`config.mk`:
```
export PLATFORM = sky130hd
export DESIGN_NAME = melody_player
export DESIGN_NICKNAME = d
export VERILOG_FILES = /design/src/rtl/music_pkg.sv /design/src/rtl/melody_rom.sv /design/src/rtl/melody_player.sv
export SDC_FILE = /design/constraint.sdc
export NUM_CORES = 1
export LEC_CHECK = 0
export BUFFER_PORTS_ARGS = -buffer_cell sky130_fd_sc_hd__buf_2
export CORE_MARGIN = 2
export CORE_UTILIZATION = 30
export CTS_CLUSTER_SIZE = 24
export DETAILED_ROUTE_END_ITERATION = 10
export GPL_TIMING_DRIVEN = 0
export HOLD_SLACK_MARGIN = 0.15
export SLEW_MARGIN = 15
export SYNTH_ARGS = -nofsm -noshare
export SYNTH_HDL_FRONTEND = slang
export SYNTH_HIERARCHICAL = 1
export SYNTH_SLANG_ARGS = --single-unit
```
`constraint.sdc`:
```
create_clock -name clk -period 4.3 [get_ports clk]
set_input_delay 0.43 -clock clk [delete_from_list [all_inputs] [get_ports clk]]
set_output_delay 0.43 -clock clk [all_outputs]
set_load 0.1 [all_outputs]
```
`src/rtl/music_pkg.sv`:
```
// Shared note-code constants and FSM state encoding for the melody player
// and the blocks that consume its note codes.
package music_pkg;

  localparam logic [7:0] NOTE_REST = 8'd0;
  localparam logic [7:0] NOTE_MAX  = 8'd29;
  localparam logic [7:0] NOTE_END  = 8'hFF;

  typedef enum logic [1:0] {
    IDLE = 2'd0,
    NOTE = 2'd1,
    GAP  = 2'd2
  } state_t;

endpackage

```
`src/rtl/melody_rom.sv`:
```
// Combinational song ROM: four songs of up to 64 entries, addressed by
// {song, addr}; NOTE_END terminates a song.
module melody_rom
  import music_pkg::*;
(
  input  logic [1:0] song,
  input  logic [5:0] addr,
  output logic [7:0] data
);

  // Song 2 exercises pass-through codes and a mid-song rest; song 3 has
  // no end marker, so it only ends on the last address.
  always_comb begin
    data = NOTE_END;
    case (song)
      2'd0: begin
        case (addr)
          6'd0:    data = 8'd1;
          6'd1:    data = 8'd1;
          6'd2:    data = 8'd5;
          default: data = NOTE_END;
        endcase
      end
      2'd1: data = NOTE_END;
      2'd2: begin
        case (addr)
          6'd0:    data = 8'd12;
          6'd1:    data = 8'd30;
          6'd2:    data = 8'd254;
          6'd3:    data = NOTE_REST;
          default: data = NOTE_END;
        endcase
      end
      2'd3: data = 8'd3 + {5'd0, addr[2:0]};
      default: data = NOTE_END;
    endcase
  end

endmodule

```
`src/rtl/melody_player.sv`:
```
// Steps through a ROM song one beat per entry, splitting each beat into a
// held note and a short silent gap, with optional looping.
module melody_player
  import music_pkg::*;
#(
  parameter int CLK_HZ   = 100_000_000,
  parameter int BEAT_HZ  = 8,
  parameter int SONG_LEN = 64
) (
  input  logic       clk,
  input  logic       rst_n,
  input  logic       start,
  input  logic       stop,
  input  logic       loop_en,
  input  logic [1:0] song_sel,
  output logic [7:0] note_idx,
  output logic       playing,
  output logic       done
);

  localparam int BEAT_TICKS = CLK_HZ / BEAT_HZ;
  localparam int GAP_TICKS  = BEAT_TICKS / 8;
  localparam int NOTE_TICKS = BEAT_TICKS - GAP_TICKS;
  localparam int TICK_W     = $clog2(BEAT_TICKS + 1);

  localparam logic [TICK_W-1:0] NOTE_LAST = TICK_W'(NOTE_TICKS - 1);
  localparam logic [TICK_W-1:0] GAP_LAST  = TICK_W'(GAP_TICKS - 1);
  localparam logic [5:0]        LAST_ADDR = 6'(SONG_LEN - 1);

  if (BEAT_TICKS < 8) begin : g_bad_beat
    $error("melody_player: CLK_HZ/BEAT_HZ must be at least 8");
  end
  if (SONG_LEN < 1 || SONG_LEN > 64 || (SONG_LEN & (SONG_LEN - 1)) != 0) begin : g_bad_len
    $error("melody_player: SONG_LEN must be a power of two no larger than 64");
  end

  state_t              state;
  logic [5:0]          addr;
  logic [TICK_W-1:0]   tick;
  logic [1:0]          song;
  logic                end_next;
  logic [1:0]          rom_song;
  logic [5:0]          rom_addr;
  logic [7:0]          rom_data;

  // One ROM port serves everything: during NOTE it peeks at the next entry
  // so the end decision is ready in GAP, where it then fetches the next note.
  always_comb begin
    rom_song = song;
    rom_addr = addr + 6'd1;
    if (start) begin
      rom_song = song_sel;
      rom_addr = '0;
    end else if (state == GAP && end_next) begin
      rom_addr = '0;
    end
  end

  melody_rom u_rom (
    .song (rom_song),
    .addr (rom_addr),
    .data (rom_data)
  );

  always_ff @(posedge clk or negedge rst_n) begin
    if (!rst_n) begin
      state    <= IDLE;
      addr     <= '0;
      tick     <= '0;
      song     <= '0;
      end_next <= 1'b0;
      note_idx <= NOTE_REST;
      playing  <= 1'b0;
      done     <= 1'b0;
    end else begin
      done <= 1'b0;
      if (stop) begin
        state    <= IDLE;
        addr     <= '0;
        tick     <= '0;
        note_idx <= NOTE_REST;
        playing  <= 1'b0;
      end else if (start) begin
        song     <= song_sel;
        addr     <= '0;
        tick     <= '0;
        end_next <= 1'b0;
        if (rom_data == NOTE_END) begin
          state    <= IDLE;
          note_idx <= NOTE_REST;
          playing  <= 1'b0;
          done     <= 1'b1;
        end else begin
          state    <= NOTE;
          note_idx <= rom_data;
          playing  <= 1'b1;
        end
      end else begin
        case (state)
          NOTE: begin
            if (tick == NOTE_LAST) begin
              state    <= GAP;
              tick     <= '0;
              note_idx <= NOTE_REST;
              end_next <= (addr == LAST_ADDR) || (rom_data == NOTE_END);
            end else begin
              tick <= tick + TICK_W'(1);
            end
          end
          GAP: begin
            if (tick == GAP_LAST) begin
              tick <= '0;
              if (end_next && !loop_en) begin
                state   <= IDLE;
                addr    <= '0;
                playing <= 1'b0;
                done    <= 1'b1;
              end else begin
                state    <= NOTE;
                addr     <= end_next ? 6'd0 : addr + 6'd1;
                note_idx <= rom_data;
              end
            end else begin
              tick <= tick + TICK_W'(1);
            end
          end
          default: begin
            state    <= IDLE;
            note_idx <= NOTE_REST;
            playing  <= 1'b0;
          end
        endcase
      end
    end
  end

endmodule

```
==> impl_metrics.ini, run 1 <==
[critical_path]
critPathLaunchType = flop
cp_max_fo = 8
r2r_setup_slack_ps = 400
critical_path_class = reg -> reg
r2r-start = state[0]
cp.arrival_ps = 4110
r2r_cells = 14
worstSetupEndpointType = flop
crit_required_ps = 4520
r2r-end = note_idx[5]

[clocking]
cts_buffers = 5
htree_levels = 2
ctsHoldBuffers = 0
clkLatencyLatePin_ps = 300
cts_tree = built
cts_buffer_depth = 2
cts.repair.resized = 0
clkTransAtPathRegs_ps = 80
clockRootBuffer = clkbuf_8
postCtsSetupRepairBufs = 0
cts_sinks = 45

[timing]
fin_crit_ps = 3900
fin_crit_sh_pct = 90.6
final.setup_skew_ps = 9.26
relSlewSlack_pct = 34.0
fin_setup_tns_ps = 0
fin_ws_ps = 405
setup_viol = 0
timing.fmax_mhz = 257
tightest_slew_ps = 989
report.final.slew_viol_count = 0
rsz0062_at_grt = no
hold_viol = 0

[logic_synthesis]
avgSynthCellArea_um2 = 9.04
ys_seq_elements = 45
yosys_warnings = 6
netlist_area_um2 = 2930
synthCells = 324
ys_seq_area_share_pct = 38.4
synth-edff-count = 0
synth_cell_types = 59
synth_flop_cell = dfrtp_1
synthArstFlopShare_pct = 100
syn_nets = 342

[placed_design]
place_congestion = 0.826
port_buffers = 14
place_ws_ps = 236
dp.final_hpwl_um = 4710

[finish]
antennaDiodeCount = 0
fin_nets = 363
layout-drive-gt1-share_pct = 11.6
area_growth_syn_to_layout_pct = 11.1

[die]
coreArea_um2 = 9640
start_util_pct = 30.4
die_w_um = 103
io_pins = 17
die_h_um = 103
placementRows = 36
die-area_um2 = 10600

[pwr]
irDropWorstVdd_v = 0.000175
p_per_area_nw_per_um2 = 276
leakage_nw = 1.29

[detailed_routing]
dr.pass1.iters = 4
via_per_inst = 5.08
wl_um = 6530
drcViolationCount = 0
ant_nets = 0
drt-wirelength-per-cell_um = 13.7
vias = 2427
drtIter0Drc = 127

[global_routing]
grt_pass1_vias = 2332
grt_pass1_wl_um = 11300
grt.overflow.total = 0
antenna_found_initial = 0
grt_usage_pct = 13.1
grt_max_degree = 46

[flow_run]
drv_cap = 0

[min_path]
hold_path_class = in -> async

[run_status]
outcome = finished clean
==> cell usage after synthesis (2+ instances only) <==
master	n	area [um2]
dfrtp_1	45	1130
nand2_1	37	139
nor2_1	36	135
nand4_1	19	119
inv_1	15	56.3
xor2_1	15	131
ha_1	11	138
nand3_1	11	55.1
clkbuf_1	10	37.5
mux2i_1	9	90.1
a31oi_1	8	50.1
a21oi_1	7	35.0
nor4_1	7	43.8
and3_1	6	37.5
xnor2_1	6	52.6
or3_1	5	31.3
mux2_2	4	45.0
nand2b_1	4	25.0
nor3_1	4	20.0
o21ai_0	4	20.0
or4_1	4	30.0
a32o_1	3	30.0
nand3b_1	3	22.5
nor2b_1	3	18.8
and2_1	2	12.5
and4_1	2	17.5
buf_2	2	10.0
buf_4	2	15.0
mux2_1	2	22.5
nand4b_1	2	17.5
o21ai_1	2	10.0
o21ai_2	2	17.5
o22ai_1	2	12.5
o311ai_1	2	17.5
o31ai_1	2	15.0
or2_2	2	12.5
or4b_1	2	20.0
==> registers in the layout, indices dropped and copies added, names as in the netlist <==
signal / cells
tick: 24
end_next: 1
song: 2
addr: 6
done: 1
playing: 1
note_idx: 8
state: 2
==> worst max-delay path, cell delays in order (launching register included) <==
cell and delay, ps:
dfrtp_1 390, inv_1 60, ha_1 280, a21o_1 240
nor2_1 300, inv_1 140, ha_1 310, nor3_1 410
nor4b_1 300, nor3_1 130, nand4_1 110, nor2_1 90
a211oi_1 750, nand2_1 150, mux2i_1 160
==> metrics by stage <==
stage / hold WS, ps / power, mW / util, % / cell area [um2] / std cells
after floorplan: 134 / 0.591 / - / 2930 / 324
after global placement: 488 / 0.630 / 32.9 / 3170 / 471
after detailed placement: 496 / 0.633 / 32.9 / 3170 / 471
after CTS: 344 / 0.909 / 33.7 / 3250 / 478
after global routing: 183 / 0.939 / 33.8 / 3260 / 478
final: 125 / 0.897 / 33.8 / 3260 / 478
==> routing by layer <==
metal	up-vias	wire, um	GRT usage (%)	part of all wire [%]
met4	0	46	2.43	0.70
met1	1165	3270	18.8	50
met2	37	3040	21.0	47
met5	-	0	0	0
met3	8	171	2.24	2.6
li1	1217	-	-	-
==> kinds of logic after synthesis <==
family	after synthesis	synth area share, %
AO/OA/AOI/OAI	41	10.4
XOR/XNOR	21	6.28
adder cells (fa/ha/maj)	11	4.70
buffers and inverters	30	4.44
flip-flops	45	38.4
multiplexers	15	5.38
AND/OR/NAND/NOR	161	30.4
==> worst max-delay path by stage <==
| stage | cells after the start | end | startpoint | slack, ps |
|---|---|---|---|---|
| after floorplan | 14 | note_idx[0] | start | 850 |
| after CTS | 14 | note_idx[5] | state[0] | 420 |
| after global routing | 14 | note_idx[5] | state[0] | 90 |
| final | 14 | note_idx[5] | state[0] | 400 |
| after global placement | 14 | note_idx[5] | start | 270 |
| after detailed placement | 14 | note_idx[5] | start | 240 |
==> cells in the final DEF (no fill, tap or decap), drive strengths merged, types with 3 or more instances in the layout <==
cell	instances
dfrtp	45
nand2	37
nor2	36
nand4	20
buf	19
clkbuf	17
inv	15
xor2	15
nand3	11
ha	11
mux2i	9
a31oi	8
nor4	8
o21ai	8
a21oi	7
xnor2	6
and3	6
mux2	6
or3	5
or4	5
nand2b	4
nor3	4
or4b	4
a32o	3
nand3b	3
nor2b	3
==> layout make-up <==
class,count,area [um2]
Fill cell,1016,6380
Multi-Input combinational cell,249,1670
Sequential cell,45,1130
Tap cell,133,166
Clock buffer,7,86.3
Buffer,15,73.8
Timing Repair Buffer,14,72.6
Inverter,15,56.3
==> power breakdown <==
group	total [mW]	switching [mW]	internal (mW)
sequential	0.445	0.00905	0.436
combinational	0.178	0.129	0.0490
clock	0.274	0.146	0.128
(Power assumes the default switching activity.)
==> run 2, diff against run 1 <==
--- a/config.mk
+++ b/config.mk
@@ -5,6 +5,7 @@
 export SDC_FILE = /design/constraint.sdc
 export NUM_CORES = 1
 export LEC_CHECK = 0
+export ABC_AREA = 1
 export BUFFER_PORTS_ARGS = -buffer_cell sky130_fd_sc_hd__buf_2
 export CORE_MARGIN = 2
 export CORE_UTILIZATION = 30
==> run 2 against run 1 <==
Compared with the run above: synthesized cell count rose by 51%; die area increased by 17%; highest routed layer unchanged; area after synthesis increased by 18%; first-iteration DRC count increased by 4.7%; worst hold slack better by 17 ps; critical path depth up 6.
==> impl_metrics.ini, run 2 <==
[logic_synthesis]
synth.area.top_cells = dfrtp_1 33%, nand2_1 15%, nor2_1 6.3%, nand3_1 5.2%, inv_1 5.0%
synth_top_family_by_area = simple AND/OR/NAND/NOR gates
synth.top_cell.area_share_pct = 32.6
yosysMostFrequentCell = nand2_1
synthMuxAreaShare_pct = 0
yosys.area.top_type = dfrtp_1
synth-simple-area-share_pct = 39.6
avgSynthCellArea_um2 = 7.07
synth_compound_area_share_pct = 10.5
synth-xor-area-share_pct = 3.80
synthCells = 489
ys_seq_elements = 45
synthAdderAreaFrac_pct = 3.98
synth_flop_cell = dfrtp_1
synth_common_cells = 137 x nand2_1, 58 x nor2_1, 46 x inv_1, 45 x dfrtp_1, 36 x nand3_1
netlist_area_um2 = 3460
synthArstFlopShare_pct = 100
syn_nets = 507
ys_seq_area_share_pct = 32.6
synth_cell_types = 41
synth-edff-count = 0
yosys_warnings = 6

[clocking]
clkTransAtPathRegs_ps = 60
cts_buffer_depth = 2
clockRootBuffer = clkbuf_16
cts_tree = built
cts_buffers = 5
postCtsSetupRepairBufs = 0
clkLatencyLatePin_ps = 290
htree_levels = 2
cts.repair.resized = 0
cts_sinks = 45
ctsHoldBuffers = 0

[finish]
reg.largest.list = tick: 24 flops, note_idx: 8 flops, addr: 6 flops
largest-register = tick
final_common_cell = nand2_1
multi_input_area_um2 = 2000
fin_util_pct = 34.4
design_area_um2 = 3890
seq_area_um2 = 1130
post_layout_nonfiller_instances = 656
area_growth_syn_to_layout_pct = 12.7
largest_register_ffs = 24
final_cell_mix = 137 x nand2_1, 58 x nor2_1, 46 x inv_1
fin_nets = 530
num-fill-cells = 1200
layout-drive-gt1-share_pct = 18.9
antennaDiodeCount = 0

[pwr]
irDropWorstVdd_v = 0.000137
total_power_mw = 1.09
leakage_nw = 1.74
p_per_area_nw_per_um2 = 279

[critical_path]
cp_max_fo = 10
cp.buffers_inverters = 3
r2r-start = state[0]
slowest_stage = dfrtp_1
slowest_delay_ps = 400
crit_family = simple AND/OR/NAND/NOR gates
cp_common_cell = nand2_1
crit_cells = 20
crit_end = note_idx[0]
cp.arrival_ps = 3390
startpoint = state[0]
crit_required_ps = 4480
r2r_cells = 20
critical_path_class = reg -> reg
worstSetupEndpointType = flop
r2r_setup_slack_ps = 1090
path_cells = inv_1, ha_1, nand2_1, nand2_1, nor2_1, inv_1, ha_1, nor2_1, nand3_1, nand3_1, nand2_1, nand2_1, buf_4, nand2_1, nor2_1, nand2_1, nand2_1, a21boi_0, nand4_1, nand2_1
r2r-end = note_idx[0]
critPathLaunchType = flop

[detailed_routing]
drcViolationCount = 0
drt-wirelength-per-cell_um = 12.0
via_per_inst = 4.62
vias = 3028
drtIter0Drc = 133
dr.pass1.iters = 4
wl_um = 7880
ant_nets = 0

[min_path]
hold_path_class = in -> async

[timing]
hold_viol = 0
holdWs_ps = 141
report.final.slew_viol_count = 0
timing.fmax_mhz = 312
setup_viol = 0
fin_ws_ps = 1090
fin_crit_ps = 3210
final.setup_skew_ps = 5.24
fin_setup_tns_ps = 0
rsz0062_at_grt = no
tightest_slew_ps = 582
relSlewSlack_pct = 61.2
fin_crit_sh_pct = 74.6

[placed_design]
dp.final_hpwl_um = 6080
placedInstanceArea_um2 = 3720
place_congestion = 0.913
dp.cells = 648
port_buffers = 16
place_ws_ps = 1110

[global_routing]
grt_pass1_vias = 2978
antenna_found_initial = 0
grt.overflow.total = 0
grt_pass1_wl_um = 13800
grt_usage_pct = 13.5
grt_max_degree = 46

[die]
start_util_pct = 30.5
die-area_um2 = 12400
die_w_um = 111
io_pins = 17
die_h_um = 111
placementRows = 39
coreArea_um2 = 11300

[flow_run]
drv_cap = 0

[run_status]
outcome = finished clean
[run 2: layer usage]
| metal | wire length [um] | vias up | global-route usage, % |
|---|---|---|---|
| met3 | 204 | 8 | 2.07 |
| li1 | - | 1601 | - |
| met2 | 3660 | 34 | 22.6 |
| met4 | 149 | 0 | 4.77 |
| met5 | 0 | - | 0 |
| met1 | 3870 | 1385 | 17.8 |
[run 2: final cells by class]
class	count	area share (%)
well taps	143	4.59
clock inverters	2	0.964
flip-flops and latches	45	28.9
clock buffers	6	3.57
plain buffers	13	2.92
inverters	58	5.62
multi-input cells	373	51.3
repair buffers	16	2.12
[run 2: worst min-delay path by stage]
stage	from	endpoint	cells past startpoint
after floorplan	rst_n	addr[0]	0
after global placement	note_idx[2]	note_idx[2]	2
after detailed placement	note_idx[2]	note_idx[2]	2
after CTS	rst_n	addr[1]	1
after global routing	rst_n	tick[3]	1
final	rst_n	tick[3]	1
[run 2: cells by family (layout without fill, tap and decap cells)]
group	Yosys count	count (layout)
adders and majority gates	11	11
buffers and inverters	71	95
DFF	45	45
and+or+nand+nor	291	291
xor gates and xnor gates	15	15
AOI/OAI and AO/OA	56	56
[run 2: worst register-to-register path: cells and delay by family (launching register included)]
family | cells | cell delay, ps
and+or+nand+nor | 14 | 1690
DFF | 1 | 400
AOI/OAI and AO/OA | 1 | 160
adders and majority gates | 2 | 530
buffers and inverters | 3 | 340
[run 2: power by group]
part | internal (mW) | total, mW | leakage, nW | switching (mW)
Sequential | 0.436 | 0.445 | 0.618 | 0.00873
Combinational | 0.0501 | 0.188 | 1.04 | 0.138
Clock | 0.290 | 0.456 | 0.0831 | 0.166
Total | 0.776 | 1.09 | 1.74 | 0.313
==> run 3, diff against run 2 <==
==> constraint.sdc (replaced) <==
create_clock -name clk -period 3 [get_ports clk]
set_input_delay 0.3 -clock clk [delete_from_list [all_inputs] [get_ports clk]]
set_output_delay 0.3 -clock clk [all_outputs]
set_load 0.1 [all_outputs]
==> run 3 against run 2 <==
Compared with the run above: non-clock buffer count rose by 4; clock power up 43%; register-to-register slack got worse by 860 ps; clock-buffer cell count did not move; worst hold slack gained 140 ps; critical path type unchanged; critical endpoint unchanged; critical path depth stayed put; routed wire length grew 1.3%; worst setup slack worse by 860 ps; largest power group unchanged.
==> impl_metrics.ini, run 3 (synthesis results as in run 2) <==
[run_status]
outcome = finished clean

[finish]
multi_input_area_um2 = 2040
largest-register = tick
seq_area_um2 = 1130
area_growth_syn_to_layout_pct = 14.8
antennaDiodeCount = 0
num-fill-cells = 1205
layout-drive-gt1-share_pct = 21.5
largest_register_ffs = 24
final_common_cell = nand2_1
fin_nets = 534
fin_util_pct = 35.0
final_cell_mix = 132 x nand2_1, 54 x nor2_1, 46 x inv_1
post_layout_nonfiller_instances = 660
reg.largest.list = tick: 24 flops, note_idx: 8 flops, addr: 6 flops

[timing]
tightest_slew_ps = 586
setup_viol = 0
fin_ws_ps = 236
relSlewSlack_pct = 60.9
fin_crit_sh_pct = 92.1
final.setup_skew_ps = 4.33
report.final.slew_viol_count = 0
fin_crit_ps = 2760
timing.fmax_mhz = 362
rsz0062_at_grt = no
hold_viol = 0

[placed_design]
dp.cells = 648
port_buffers = 16
dp.final_hpwl_um = 6080
place_congestion = 0.913
place_ws_ps = -192

[clocking]
cts_buffer_depth = 2
clockRootBuffer = clkbuf_16
cts_tree = built
clkLatencyLatePin_ps = 290
clkTransAtPathRegs_ps = 60
cts_buffers = 5
htree_levels = 2
cts_sinks = 45

[critical_path]
startpoint = state[0]
critical_path_class = reg -> reg
r2r-start = state[0]
cp_max_fo = 10
critPathLaunchType = flop
crit_required_ps = 3230
cp.arrival_ps = 2990
worstSetupEndpointType = flop

[pwr]
leakage_nw = 1.77
total_power_mw = 1.57
p_per_area_nw_per_um2 = 397
irDropWorstVdd_v = 0.000197

[min_path]
hold_path_class = in -> reg
min_from = song_sel[0]

[detailed_routing]
drcViolationCount = 0
vias = 3057
dr.pass1.iters = 4
via_per_inst = 4.63
wl_um = 7990
drt-wirelength-per-cell_um = 12.1
drtIter0Drc = 157
ant_nets = 0

[die]
io_pins = 17
start_util_pct = 30.5
die-area_um2 = 12400
die_h_um = 111
die_w_um = 111
placementRows = 39
coreArea_um2 = 11300

[global_routing]
antenna_found_initial = 0
grt.overflow.total = 0
grt_pass1_wl_um = 13800
grt_pass1_vias = 2979
grt_max_degree = 46
grt_usage_pct = 13.5

[flow_run]
drv_cap = 0
## run 3: path summary, 6_finish.rpt
| path | endpoint | slack, ps | depth (start not counted) |
|---|---|---|---|
| max | note_idx[0] | 240 | 20 |
| min | song[0] | 280 | 3 |
| max reg2reg | note_idx[0] | 240 | 20 |
| min reg2reg | playing | 470 | 2 |
| max in group asynchronous | song[0] | 2050 | 2 |
| min in group asynchronous | tick[14] | 560 | 2 |
## run 3: cell type report
| type | instances | share of cell area [%] |
|---|---|---|
| buffer | 13 | 2.87 |
| clock buffer | 6 | 3.50 |
| clock inverter | 2 | 0.946 |
| inverter | 58 | 5.52 |
| multi-input combinational | 373 | 51.4 |
| sequential | 45 | 28.4 |
| tap | 143 | 4.51 |
| timing repair buffer | 20 | 2.90 |
## run 3: what timing repair did
| item | CTS | global route |
|---|---|---|
| endpoints found under the setup margin | 9 | 11 |
| pin swaps | 0 | 1 |
| setup buffers | 0 | 3 |
| endpoints found under the hold margin | 0 | 45 |
| hold buffers | 0 | 1 |
| gates resized for setup | 5 | 8 |
## run 3: metal layers
| layer | global-route usage (%) | up-vias | share of wire (%) |
|---|---|---|---|
| li1 | - | 1610 | - |
| met1 | 17.7 | 1401 | 48 |
| met2 | 22.6 | 38 | 47 |
| met3 | 2.07 | 8 | 3.3 |
| met4 | 4.77 | 0 | 1.9 |
| met5 | 0 | - | 0 |
## run 3: power breakdown
part	switching, mW	internal, mW
logic	0.205	0.0804
clock network	0.235	0.416
registers	0.0130	0.625
## run 3: critical path: stages, from the launching register on
cell and delay, ps:
dfrtp_1 380, inv_1 60, ha_2 220, nand2_2 90
nand2_2 100, nor2_4 150, buf_4 120, ha_1 180
inv_2 50, nand2_1 90, nor2_2 60, o21bai_2 220
nand2_2 110, buf_4 140, nand2_1 60, nor2_2 50
nand2_2 100, nand2_4 90, a21boi_0 210, nand4_1 130
nand2_1 80
## run 3: through the flow
| step | setup TNS, ps | area, um2 | hold slack [ps] |
|---|---|---|---|
| after floorplan | 0 | 3460 | 4.41 |
| after global placement | -642 | 3720 | 454 |
| after detailed placement | -1440 | 3720 | 457 |
| after CTS | 0 | 3910 | 243 |
| after global routing | 0 | 3970 | 276 |
| final | 0 | 3970 | 280 |
